--- src/rtl/tft_spi_decoder.sv ---
// rtl/tft_spi_decoder.sv - SPI TFT command/pixel stream decoder (mode 0, MSB first).
// Optional TFT_SPI_DECODER_SYNC_EN adds a two-flop input synchronizer ahead of the sample stage.
module tft_spi_decoder #(
  parameter int COLS = 240,
  parameter int ROWS = 320
) (
  input  logic        clk,
  input  logic        rst,
  input  logic        tft_clk,
  input  logic        tft_mosi,
  input  logic        tft_dc,
  input  logic        tft_cs,
  output logic        byte_valid,
  output logic [7:0]  byte_data,
  output logic        byte_dc,
  output logic        pix_valid,
  output logic [8:0]  pix_x,
  output logic [8:0]  pix_y,
  output logic [15:0] pix_color,
  output logic        cmd_valid,
  output logic [7:0]  cmd_code
);

  localparam logic [8:0] XE_RST = 9'(COLS - 1);
  localparam logic [8:0] YE_RST = 9'(ROWS - 1);

  typedef enum logic [2:0] {
    S_IDLE,
    S_CASET,
    S_PASET,
    S_RAMWR_HI,
    S_RAMWR_LO
  } state_t;

  // Pin bundle order: {clk, mosi, dc, cs}; cs idles high so reset never looks selected.
  logic [3:0] pin_raw;

`ifdef TFT_SPI_DECODER_SYNC_EN
  logic [3:0] sync1_q, sync2_q;
  always_ff @(posedge clk) begin
    if (rst) begin
      sync1_q <= 4'b0001;
      sync2_q <= 4'b0001;
    end else begin
      sync1_q <= {tft_clk, tft_mosi, tft_dc, tft_cs};
      sync2_q <= sync1_q;
    end
  end
  assign pin_raw = sync2_q;
`else
  assign pin_raw = {tft_clk, tft_mosi, tft_dc, tft_cs};
`endif

  logic [3:0]  pin_q, pin_d;
  logic        sclk_prev_q, sclk_prev_d;
  logic [2:0]  bit_cnt_q, bit_cnt_d;
  logic [6:0]  shift_q, shift_d;
  logic        byte_valid_q, byte_valid_d;
  logic [7:0]  byte_data_q, byte_data_d;
  logic        byte_dc_q, byte_dc_d;

  state_t      state_q, state_d;
  logic [2:0]  par_cnt_q, par_cnt_d;
  logic [7:0]  hi_q, hi_d;
  logic [8:0]  xs_q, xs_d, xe_q, xe_d, ys_q, ys_d, ye_q, ye_d;
  logic [8:0]  x_q, x_d, y_q, y_d;
  logic        pix_valid_q, pix_valid_d;
  logic [8:0]  pix_x_q, pix_x_d, pix_y_q, pix_y_d;
  logic [15:0] pix_color_q, pix_color_d;
  logic        cmd_valid_q, cmd_valid_d;
  logic [7:0]  cmd_code_q, cmd_code_d;

  logic sclk, smosi, sdc, scs, rise;
  assign sclk  = pin_q[3];
  assign smosi = pin_q[2];
  assign sdc   = pin_q[1];
  assign scs   = pin_q[0];
  assign rise  = !sclk_prev_q && sclk && !scs;

  always_comb begin
    pin_d        = pin_raw;
    sclk_prev_d  = sclk;
    bit_cnt_d    = bit_cnt_q;
    shift_d      = shift_q;
    byte_valid_d = 1'b0;
    byte_data_d  = byte_data_q;
    byte_dc_d    = byte_dc_q;
    if (scs) begin
      bit_cnt_d = 3'd0;
    end else if (rise) begin
      shift_d   = {shift_q[5:0], smosi};
      bit_cnt_d = bit_cnt_q + 3'd1;
      if (bit_cnt_q == 3'd7) begin
        byte_valid_d = 1'b1;
        byte_data_d  = {shift_q, smosi};
        byte_dc_d    = sdc;
      end
    end
  end

  always_comb begin
    state_d     = state_q;
    par_cnt_d   = par_cnt_q;
    hi_d        = hi_q;
    xs_d        = xs_q;
    xe_d        = xe_q;
    ys_d        = ys_q;
    ye_d        = ye_q;
    x_d         = x_q;
    y_d         = y_q;
    pix_valid_d = 1'b0;
    pix_x_d     = pix_x_q;
    pix_y_d     = pix_y_q;
    pix_color_d = pix_color_q;
    cmd_valid_d = 1'b0;
    cmd_code_d  = cmd_code_q;
    if (byte_valid_q) begin
      if (!byte_dc_q) begin
        cmd_valid_d = 1'b1;
        cmd_code_d  = byte_data_q;
        par_cnt_d   = 3'd0;
        case (byte_data_q)
          8'h2A:   state_d = S_CASET;
          8'h2B:   state_d = S_PASET;
          8'h2C: begin
            state_d = S_RAMWR_HI;
            x_d     = xs_q;
            y_d     = ys_q;
          end
          default: state_d = S_IDLE;
        endcase
      end else begin
        case (state_q)
          S_CASET, S_PASET: begin
            // Even bytes are high halves; odd bytes complete a 9-bit window bound.
            if (par_cnt_q < 3'd4) begin
              par_cnt_d = par_cnt_q + 3'd1;
              case (par_cnt_q[1:0])
                2'd1: begin
                  if (state_q == S_CASET) xs_d = {hi_q[0], byte_data_q};
                  else                    ys_d = {hi_q[0], byte_data_q};
                end
                2'd3: begin
                  if (state_q == S_CASET) xe_d = {hi_q[0], byte_data_q};
                  else                    ye_d = {hi_q[0], byte_data_q};
                end
                default: hi_d = byte_data_q;
              endcase
            end
          end
          S_RAMWR_HI: begin
            hi_d    = byte_data_q;
            state_d = S_RAMWR_LO;
          end
          S_RAMWR_LO: begin
            pix_valid_d = 1'b1;
            pix_x_d     = x_q;
            pix_y_d     = y_q;
            pix_color_d = {hi_q, byte_data_q};
            state_d     = S_RAMWR_HI;
            if (x_q >= xe_q) begin
              x_d = xs_q;
              y_d = (y_q >= ye_q) ? ys_q : y_q + 9'd1;
            end else begin
              x_d = x_q + 9'd1;
            end
          end
          default: ;
        endcase
      end
    end
  end

  always_ff @(posedge clk) begin
    if (rst) begin
      pin_q        <= 4'b0001;
      sclk_prev_q  <= 1'b0;
      bit_cnt_q    <= 3'd0;
      shift_q      <= 7'd0;
      byte_valid_q <= 1'b0;
      byte_data_q  <= 8'd0;
      byte_dc_q    <= 1'b0;
      state_q      <= S_IDLE;
      par_cnt_q    <= 3'd0;
      hi_q         <= 8'd0;
      xs_q         <= 9'd0;
      xe_q         <= XE_RST;
      ys_q         <= 9'd0;
      ye_q         <= YE_RST;
      x_q          <= 9'd0;
      y_q          <= 9'd0;
      pix_valid_q  <= 1'b0;
      pix_x_q      <= 9'd0;
      pix_y_q      <= 9'd0;
      pix_color_q  <= 16'd0;
      cmd_valid_q  <= 1'b0;
      cmd_code_q   <= 8'd0;
    end else begin
      pin_q        <= pin_d;
      sclk_prev_q  <= sclk_prev_d;
      bit_cnt_q    <= bit_cnt_d;
      shift_q      <= shift_d;
      byte_valid_q <= byte_valid_d;
      byte_data_q  <= byte_data_d;
      byte_dc_q    <= byte_dc_d;
      state_q      <= state_d;
      par_cnt_q    <= par_cnt_d;
      hi_q         <= hi_d;
      xs_q         <= xs_d;
      xe_q         <= xe_d;
      ys_q         <= ys_d;
      ye_q         <= ye_d;
      x_q          <= x_d;
      y_q          <= y_d;
      pix_valid_q  <= pix_valid_d;
      pix_x_q      <= pix_x_d;
      pix_y_q      <= pix_y_d;
      pix_color_q  <= pix_color_d;
      cmd_valid_q  <= cmd_valid_d;
      cmd_code_q   <= cmd_code_d;
    end
  end

  assign byte_valid = byte_valid_q;
  assign byte_data  = byte_data_q;
  assign byte_dc    = byte_dc_q;
  assign pix_valid  = pix_valid_q;
  assign pix_x      = pix_x_q;
  assign pix_y      = pix_y_q;
  assign pix_color  = pix_color_q;
  assign cmd_valid  = cmd_valid_q;
  assign cmd_code   = cmd_code_q;

endmodule

--- config.mk ---
export PLATFORM = sky130hd
export DESIGN_NAME = tft_spi_decoder
export DESIGN_NICKNAME = d
export VERILOG_FILES = /design/src/rtl/tft_spi_decoder.sv
export SDC_FILE = /design/constraint.sdc
export NUM_CORES = 1
export LEC_CHECK = 0
export CAP_MARGIN = 0
export CORE_ASPECT_RATIO = 0.7
export CORE_MARGIN = 2
export CORE_UTILIZATION = 43
export DETAILED_ROUTE_END_ITERATION = 6
export PLACE_DENSITY_LB_ADDON = 0.25
export SETUP_SLACK_MARGIN = 0.05
export SLEW_MARGIN = 20
export SYNTH_ARGS = -nofsm -noshare
export SYNTH_HDL_FRONTEND = slang
export SYNTH_SLANG_ARGS = --single-unit
--- constraint.sdc ---
create_clock -name clk -period 3.1 [get_ports clk]
set_input_delay 0.62 -clock clk [delete_from_list [all_inputs] [get_ports clk]]
set_output_delay 0.62 -clock clk [all_outputs]
set_load 0.05 [all_outputs]
After elaboration in Yosys (flattened, before gate mapping) --
Cells that the tools add are included.
Storage, ports and cells: bits of input ports 6, register bits 137, logic and storage cells 97, output and inout bits 54
Cells by class: equal/unequal tests 17, bitwise gates (word level) 5, mux-type cells 21, $add $sub $neg 4, order comparisons 3, reductions and logical operators 25
Operator list (number):
- $mux W9 | 9
- $eq A8 B6 Y1 const B | 3
- $reduce_and A6 Y1 | 4
- $add A9 B1 Y9 const B | 2
- $ge A9 B9 Y1 | 2
- $mux W8 | 2
- $pmux W8 S2 | 1
- $mux W3 | 4
- $reduce_and A3 Y1 | 4
- $ne A2 B1 Y1 const B | 4
- $reduce_or A2 Y1 | 4
- $add A3 B1 Y3 const B | 2
- $eq A3 B2 Y1 const B | 2
- $eq A3 B3 Y1 const B | 2
- $pmux W2 S3 | 1
- $pmux W3 S2 | 1
- $reduce_and A2 Y1 | 3
- $reduce_or A3 Y1 | 2
- $not A1 Y1 | 5
- $reduce_and A5 Y1 | 1
- $ne A2 B2 Y1 const B | 2
- $reduce_and A4 Y1 | 1
- $reduce_bool A2 Y1 | 2
- $eq A3 B1 Y1 const B | 1
- other kinds (7) | 11

Depth between registers and ports, before layout --
depth after elaboration 5, gate-level depth with buffers 9, gate-level depth less buffers 8

Worst setup path after synthesis --
OpenSTA, ideal clock, no wires.
path kind reg2reg, start register byte_data_q[5] (netlist: byte_data[5]), end register x_q[2], path slack 0.862 ns, library setup time 0.075 ns, buffers on the path 1, stages on the path, launching flop included 7, data required time 3.025 ns, arrival time 2.163 ns, clock period less this slack 2.238 ns, path through dfxtp_1 > nor4b_4 > nand4_2 > and2_4 > buf_6 > or4b_1 > a31oi_1
On the way: word-level cells in the longest chain between the ends 3
RTL lines:
- from (decl) | RTL line 59 | logic [7:0] byte_data_q, byte_data_d;
- from (signal assigned) | RTL line 204 | byte_data_q <= byte_data_d;
- $eq A8 B6 Y1 | RTL line 122 | case (byte_data_q)
- $reduce_bool A2 Y1 (no source line)
- $reduce_and A3 Y1 (no source line)
- to (signal assigned) | RTL line 190 | x_q <= 9'd0;
- to (signal assigned) | RTL line 213 | x_q <= x_d;
- to (decl) | RTL line 66 | logic [8:0] x_q, x_d, y_q, y_d;
Every way passes these cells. A chain may end at the register's enable or synchronous reset.

Worst setup path after layout --
start register byte_dc_q (netlist: byte_dc), end output byte_dc
RTL lines:
- from (decl) | RTL line 60 | logic byte_dc_q, byte_dc_d;
- from (signal assigned) | RTL line 205 | byte_dc_q <= byte_dc_d;
- to (decl) | RTL line 15 | output logic byte_dc,
No word-level cell between the ends.

==> metrics.md <==
| Metric | Value |
|---|---|
| Status | `finished, final reports clean` |
| Slew headroom | `49.1%` |
| Least-Margin Pin Slew | `0.761 ns` |
| Leakage | `2.68 nW` |
| Buffer count from post-CTS setup fixing | `0` |
| Distinct cells, synth | `48` |
| Site Rows | `35` |
| HPWL Detailed | `9680 um` |
| Logic gate share of total power | `1.2%` |
| TritonCTS buffer count | `17` |
| Clock Latency Late Sink | `0.41 ns` |
| Die height | `102 um` |
| MaxCap Viol Count | `0` |
| Critical Path End Type | `primary output` |
| Max H-tree Level | `4` |
| NumNets Final | `784` |
| Mapped Area | `5840 um2` |
| Worst min-delay path category | `reg -> reg` |
| Die area | `14,500 um2` |
| Avg Synthesized Cell Area | `8.25 um2` |
| Most frequent cells in the layout | `nand2_1 (138), dfxtp_1 (137), nor2_1 (85), a21oi_1 (85), clkdlybuf4s50_1 (58)` |
| Final GP Congestion | `0.911` |
| Clock buffer depth | `2` |
| Ys flop type | `dfxtp_1` |
| # DRC | `0` |
| Pre-CTS setup slack | `0.650 ns` |
| Startpoint types | `register` |
| Final hold slack | `0.447 ns` |
| Setup Skew | `0.00765 ns` |
| CTS clk-pin slew, worst paths | `0.06 ns` |
| Sequential fraction of the synthesis area | `46.9%` |
| Drt initial violations | `347` |
| Area Growth Syn to Fin | `23.4%` |
| CP Class | `reg -> out` |
| Via/cell ratio | `5.27` |
| Largest net degree at the start of global routing | `86` |
| Non-Filler Instances | `952` |
| Yosys reg bits | `137` |
| WL final | `14,400 um` |
| Critical path's top delay family | `buffers and inverters` |
| Die Wd | `143 um` |
| Period utilization | `84.3%` |
| Synthesized net count | `738` |
| Int Power | `0.00314 W` |
| CTS tree | `built` |
| Synth top area cells | `dfxtp_1 (47%), nand2_1 (8.9%), a21oi_1 (7.3%), nor2_1 (5.5%), ha_1 (5.1%)` |
| Cells along the critical path | `clkdlybuf4s50_1` |
| Antenna violations before repair | `0` |
| Clock share of power | `54.6%` |
| RSZ-0062 raised after global routing | `no` |
| CP arrival | `1.99 ns` |
| Share of power burned in registers | `44.3%` |
| Vias | `5,021` |
| Final setup fails | `0` |
| CP Buf/Inv Count | `1` |
| Sw Share | `21.2%` |
| PortBufs | `59` |
| Most common cell after layout, fill and taps aside | `nand2_1` |
| Net Sw Power | `0.000847 W` |
| Power Total | `0.00399 W` |
| Pre-antenna DRT Iters | `4` |
| CTS Hold Buffers Added | `0` |
| Critical path required time | `2.48 ns` |
| Global Route Usage Sum | `21.0%` |
| CP max stage delay | `0.96 ns` |
| Area leader, netlist | `dfxtp_1` |
| Post-synth EDFFs | `0` |
| Setup ws final | `0.485 ns` |
| Final Critical Period | `2.61 ns` |
| Antenna cell count | `0` |
| WL/cell | `15.1 um` |
| Sink Count | `137` |
| Yosys warns | `0` |
| Initial Util | `44.2%` |
| Core area | `13,200 um2` |
| Max Clk Rate | `0.382 GHz` |
| Share of layout cells above drive strength 1 | `6.78%` |
| Vias in the first global route | `4,908` |
| Root buffer cell | `clkbuf_16` |
| Synth Instances | `708` |
| Io pins | `60` |
| Maximum fanout along the worst path | `14` |
| Critical path's slowest cell | `clkdlybuf4s50_1` |
| Post-placement cell count | `920` |
| Max VDD drop | `437 uV` |
| Final hold violations | `0` |
| Grt total ovfl | `0` |
| First-pass GRT wire length | `24,000 um` |
| Synth top area share | `46.9%` |
| Setup TNS | `0 ns` |
| Slew Viols, Final | `0` |
| Post-cts gate resize count | `0` |
| Asr flop ratio synth | `0%` |
| Cell Pwr Density | `553 nW/um2` |
| Antenna Nets Post-Route | `0` |
-- synth_stat cells, types with 3 or more instances --
library cell	number
xor2_1	4
a211oi_1	6
mux2i_1	28
nand3_1	16
nor3_1	8
buf_1	3
dfxtp_1	137
or3_1	3
a21oi_1	85
ha_1	24
nor2_1	85
nor2b_1	13
nand4_1	5
o21ai_0	14
a21boi_0	5
o211ai_1	14
a31oi_1	5
clkbuf_1	31
nand2_1	138
o32ai_1	5
buf_2	5
nand2b_1	3
inv_1	37
-- tightest hold or removal path, stage by stage (launching register included) --
cell and delay [ns]:
dfxtp_1 0.30, nand2_1 0.05, a21oi_1 0.05
-- registers in the layout (all words and copies together) (netlist names), 9 cells and up --
register and count:
y_q 9, ys_q 9, pix_color 16, xe_q 9
xs_q 9, pix_x 9, ye_q 9, x_q 9
pix_y 9
-- cell families after synthesis --
group	Yosys count	synth area share [%]
fa+ha+maj	24	5.14
mux	28	4.80
simple gates	286	21.5
flops	137	46.9
buf+inv	78	5.38
compound gates	149	15.3
xor+xnor	6	0.900
-- power groups by stage --
stage,registers [W],logic (W),clock network [W]
after floorplan,0.00180,0.0000319,0
after global placement,0.00180,0.0000451,0
after detailed placement,0.00181,0.0000464,0
after CTS,0.00177,0.0000463,0.00221
after global routing,0.00177,0.0000508,0.00229
final,0.00177,0.0000462,0.00218
-- worst paths after layout --
check	start	endpoint	slack, ns	depth (start not counted)
setup reg to reg	x_q[3]	x_q[2]	0.58	7
hold / removal	pin_q[1]	byte_dc	0.45	2
hold reg to reg	pin_q[1]	byte_dc	0.45	2
setup / recovery	byte_dc	byte_dc	0.49	1
-- final cells by class --
| cell class | instances | area, um2 |
|---|---|---|
| Clock buffer | 17 | 425 |
| Fill cell | 1215 | 6020 |
| Clock inverter | 15 | 216 |
| Sequential cell | 137 | 2740 |
| Inverter | 37 | 139 |
| Multi-Input combinational cell | 493 | 2790 |
| Timing Repair Buffer | 68 | 668 |
| Tap cell | 185 | 231 |
-- stage by stage --
stage | instance area [um2] | util, %
finish | 7210 | 54.5
global route | 7210 | 54.5
CTS | 7210 | 54.5
detailed placement | 6570 | 49.7
global placement | 6570 | 49.7
floorplan | 5840 | -
-- routing by layer --
layer	vias to the layer above	wire, um	GRT usage [%]
met5	-	0	0
met2	125	6580	33.3
met4	0	182	6.79
met1	2395	6860	28.2
met3	14	750	5.58
li1	2487	-	-
No activity file was read; power rests on OpenSTA's default activity.
